### src/rtl/oam_dma_ctrl.sv
// Sprite DMA sequencer: on a CPU write to the DMA register it halts the CPU and copies
// one page of memory into OAMDATA. The bus is CPU pass-through when idle and DMA-driven when busy.
module oam_dma_ctrl #(
    parameter logic [15:0] DMA_REG_ADDR = 16'h4014,
    parameter logic [15:0] OAMDATA_ADDR = 16'h2004,
    parameter int unsigned XFER_LEN     = 256
) (
    input  logic        clock,
    input  logic        reset,
    input  logic        clock_en,
    input  logic [15:0] cpu_addr,
    input  logic        cpu_r_en,
    input  logic [7:0]  cpu_w_data,
    input  logic [7:0]  mem_r_data,
    output logic [15:0] mem_addr,
    output logic        mem_r_en,
    output logic [7:0]  mem_w_data,
    output logic        cpu_halt,
    output logic        dma_active
);

    localparam logic [7:0] LAST_IDX = 8'(XFER_LEN - 1);

    typedef enum logic [2:0] {
        IDLE,
        HALT,
        ALIGN,
        READ,
        WRITE
    } state_t;

    state_t     state;
    logic [7:0] page;
    logic [7:0] idx;
    logic       parity;

    // Sequencer; parity tracks CPU get/put cycles so reads land on the correct phase.
    always_ff @(posedge clock or posedge reset) begin
        if (reset) begin
            state  <= IDLE;
            page   <= 8'h00;
            idx    <= 8'h00;
            parity <= 1'b0;
        end else if (clock_en) begin
            parity <= ~parity;
            case (state)
                IDLE: begin
                    if (cpu_addr == DMA_REG_ADDR && !cpu_r_en) begin
                        page  <= cpu_w_data;
                        idx   <= 8'h00;
                        state <= HALT;
                    end
                end
                HALT:  state <= parity ? ALIGN : READ;
                ALIGN: state <= READ;
                READ:  state <= WRITE;
                WRITE: begin
                    if (idx == LAST_IDX) begin
                        idx   <= 8'h00;
                        state <= IDLE;
                    end else begin
                        idx   <= idx + 8'd1;
                        state <= READ;
                    end
                end
                default: state <= IDLE;
            endcase
        end
    end

    // Bus mux decoded from held state so halt releases on the first idle cycle.
    always_comb begin
        mem_addr   = cpu_addr;
        mem_r_en   = cpu_r_en;
        mem_w_data = cpu_w_data;
        cpu_halt   = 1'b0;
        dma_active = 1'b0;
        case (state)
            HALT, ALIGN: begin
                cpu_halt   = 1'b1;
                mem_r_en   = 1'b1;
                mem_w_data = 8'h00;
            end
            READ: begin
                cpu_halt   = 1'b1;
                dma_active = 1'b1;
                mem_addr   = {page, idx};
                mem_r_en   = 1'b1;
                mem_w_data = 8'h00;
            end
            WRITE: begin
                cpu_halt   = 1'b1;
                dma_active = 1'b1;
                mem_addr   = OAMDATA_ADDR;
                mem_r_en   = 1'b0;
                mem_w_data = mem_r_data;
            end
            default: ;
        endcase
    end

endmodule

### config.mk
export PLATFORM = sky130hd
export DESIGN_NAME = oam_dma_ctrl
export DESIGN_NICKNAME = d
export VERILOG_FILES = /design/src/rtl/oam_dma_ctrl.sv
export SDC_FILE = /design/constraint.sdc
export NUM_CORES = 1
export LEC_CHECK = 0
export CORE_MARGIN = 8
export CORE_UTILIZATION = 42
export CTS_BUF_LIST = sky130_fd_sc_hd__clkbuf_8
export DETAILED_ROUTE_END_ITERATION = 10
export PLACE_DENSITY = 0.85
export SLEW_MARGIN = 20
export SYNTH_ARGS = -nofsm -noshare
export SYNTH_HDL_FRONTEND = slang
export SYNTH_SLANG_ARGS = --single-unit
### constraint.sdc
create_clock -name clock -period 2.6 [get_ports clock]
set_input_delay 0.39 -clock clock [delete_from_list [all_inputs] [get_ports clock]]
set_output_delay 0.39 -clock clock [all_outputs]
set_load 0.02 [all_outputs]
==> impl_metrics.tcl, run 1 <==
set metrics [dict create \
    status "finished clean" \
    min_period_ns 2.51 \
    drc 0 \
    vdd_drop_max_uv 660 \
    synth_area_um2 1330 \
    syn_to_final_growth_pct 56.7 \
    post_cts_buffers 0 \
    post-dp-hpwl_um 3860 \
    design_area_um2 2080 \
    synth_nets 180 \
    grt_pass1_wl_um 7980 \
    place_inst 249 \
    drive_above_1_share_pct 13.5 \
    cts.sinks 20 \
    clkTransAtPathRegs_ns 0.07 \
    dieArea_um2 5210 \
    grt_pass1_vias 1625 \
    grt_use_met3_pct 6.75 \
    cts_tree "done" \
    antennaDiodeCount 0 \
    syn_inst 143 \
    final_cells 252 \
    ys_seq_elements 20 \
    slowest_stage "clkdlybuf4s50_1" \
    drtAntennaViolNets 0 \
    fmax_mhz 399 \
    met1_usage_pct 20.7 \
    busiest_layer "met2" \
    finalHoldViolCount 0 \
    fp.dieH_um 72.2 \
    fp-row-count 20 \
    num-nets-final 247 \
    cp-end-kind "output port" \
    clk_latency_ns 0.26 \
    grtUsageTotal_pct 19.4 \
    io_buffer_count 62 \
    grt_antenna_before_repair 0 \
    rsz0062_at_grt "false" \
    gr-total-overflow 0 \
    critPathKind "flop to output port" \
    hp-class "flop to flop" \
    crit_buf_inv 3 \
    worstPathCellList "nor3_2, nor2_1, buf_4, inv_1, o22a_1, clkdlybuf4s50_1" \
    utilization_pct 68.6 \
    worst-path-max-fanout 15 \
    first_pass_iters 4 \
    max_stage_delay_ns 0.60 \
    placed_cell_area_um2 2030 \
    vias 1479 \
    slew_headroom_pct 48.2 \
    wl_per_cell_um 19.4 \
    ys_seq_area_share_pct 37.7 \
    cts_root_buffer "clkbuf_8" \
    use_met2_pct 34.4 \
    ys_warn_count 0 \
    power_density_nw_per_um2 960 \
    critPathTopFamily "buffers and inverters" \
    maxSlewViolCount 0 \
    die_w_um 72.2 \
    clk_path_buf_depth 2 \
    yosysUniqueCellTypes 32 \
    grt_max_degree 21 \
    fin_skew_ns 0.00209 \
    postCtsHoldBufs 0 \
    via_per_inst 5.87 \
    cp.required_ns 2.21 \
    start_kind "flop" \
    drv_cap 0 \
    avgSynthCellArea_um2 9.27 \
    p_leak_uw 0.000889 \
    ios 63 \
    setup-violations-final 0 \
    cp_data_arrival_time_ns 2.12 \
    cts_buffers 3 \
    initial_core_util_pct 43.8 \
    wirelength_um 4890 \
    fin_crit_sh_pct 96.4 \
    worst_pin_slew_ns 0.776 \
    drtIter0Drc 175 \
    core_um2 3030 \
    gp_congestion 0.769 \
    htree_levels 1 \
]
-- power breakdown --
| part | internal (uW) | total (uW) | switching, uW | leakage [uW] |
|---|---|---|---|---|
| logic | 623 | 1340 | 719 | 0.000601 |
| registers | 360 | 444 | 83.6 | 0.000266 |
| clock network | 104 | 208 | 105 | 0.0000216 |
-- sequential cells by signal, indices dropped and copies added, names as in the netlist --
name,cells
idx,8
page,8
state,3
parity,1
-- what timing repair did --
item,in CTS,in global routing
endpoints found under the setup margin,0,14
endpoints found under the hold margin,0,0
gates resized for setup,0,4
-- final cells by class --
type / count / area [um2]
Clock buffer: 3 / 41.3
Fill cell: 245 / 950
Inverter: 4 / 15.0
Multi-Input combinational cell: 111 / 781
Sequential cell: 20 / 503
Tap cell: 44 / 55.1
Timing Repair Buffer: 70 / 683
-- cells in the mapped netlist --
cell / instances / share of area, %
a21oi_1: 3 / 1.1
a22o_1: 23 / 15
a22oi_1: 1 / 0.57
a22oi_2: 1 / 0.94
a31oi_1: 2 / 0.94
a32o_1: 1 / 0.75
and3_1: 4 / 1.9
buf_2: 2 / 0.75
clkbuf_1: 6 / 1.7
dfrtp_1: 20 / 38
ha_1: 1 / 0.94
inv_1: 4 / 1.1
mux2_2: 8 / 6.8
mux2i_1: 2 / 1.5
nand2_1: 14 / 4.0
nand2b_1: 2 / 0.94
nand3_1: 8 / 3.0
nand4b_1: 1 / 0.66
nor2_1: 9 / 2.5
nor2_2: 1 / 0.47
nor2_4: 1 / 0.85
nor2b_1: 1 / 0.47
nor3_1: 4 / 1.5
nor3_2: 1 / 0.75
nor4_4: 1 / 1.6
nor4b_1: 1 / 0.66
o21ai_0: 11 / 4.2
o22a_1: 2 / 1.3
o31ai_1: 3 / 1.7
or4_1: 3 / 1.7
or4b_4: 1 / 1.0
xor2_1: 1 / 0.66
-- per-layer routing --
metal	vias to the layer above	share of wire, %
li1	679	-
met1	722	39
met2	65	52
met3	13	6.7
met4	0	2.6
met5	-	0
-- per-stage QoR --
stage | total power [uW] | TNS, ns | setup WS [ns] | hold WS (ns)
final | 1990 | 0 | 0.0941 | 0.474
after global routing | 2110 | 0 | 0.000958 | 0.513
after CTS | 1980 | 0 | 0.0512 | 0.480
after detailed placement | 1770 | -0.159 | -0.0350 | 0.467
after global placement | 1720 | 0 | 0.0771 | 0.458
after floorplan | 1130 | 0 | 0.561 | 0.354
-- worst paths after layout --
| kind | slack [ns] | from | cells past startpoint | end |
|---|---|---|---|---|
| max | 0.09 | state[0] | 6 | mem_addr[13] |
| min | 0.47 | parity | 1 | parity |
| max reg2reg | 0.79 | state[1] | 6 | idx[2] |
| min reg2reg | 0.47 | parity | 1 | parity |
| max in group asynchronous | 1.50 | reset | 2 | state[0] |
| min in group asynchronous | 0.57 | reset | 2 | page[3] |
-- cell families (layout without fill, tap and decap cells) --
logic type                 Yosys count  after routing  synth area share (%)
xor gates and xnor gates             1              1                 0.660
adders and majority gates            1              1                 0.943
AOI/OAI and AO/OA                   47             47                  26.7
muxes                               10             10                  8.30
and+or+nand+nor                     52             52                  22.1
buffers and inverters               12             77                  3.58
DFF                                 20             20                  37.7
-- layout by cell type (no fill, tap or decap), types with 8 or more instances in the layout --
cell / Yosys / layout
a22o_1: 23 / 23
o21ai_0: 11 / 11
dfrtp_1: 20 / 18
nand2_1: 14 / 13
nand3_1: 8 / 8
mux2_2: 8 / 8
nor2_1: 9 / 9
buf_4: 0 / 8
clkdlybuf4s50_1: 0 / 61
No activity file was read; power rests on OpenSTA's default activity.
==> inputs of run 2 (changes only) <==
Settings changed: GPL_TIMING_DRIVEN from default to 1.
==> results of run 2 <==
Same layout as run 1: the final DEF is identical, and so are final timing and power.
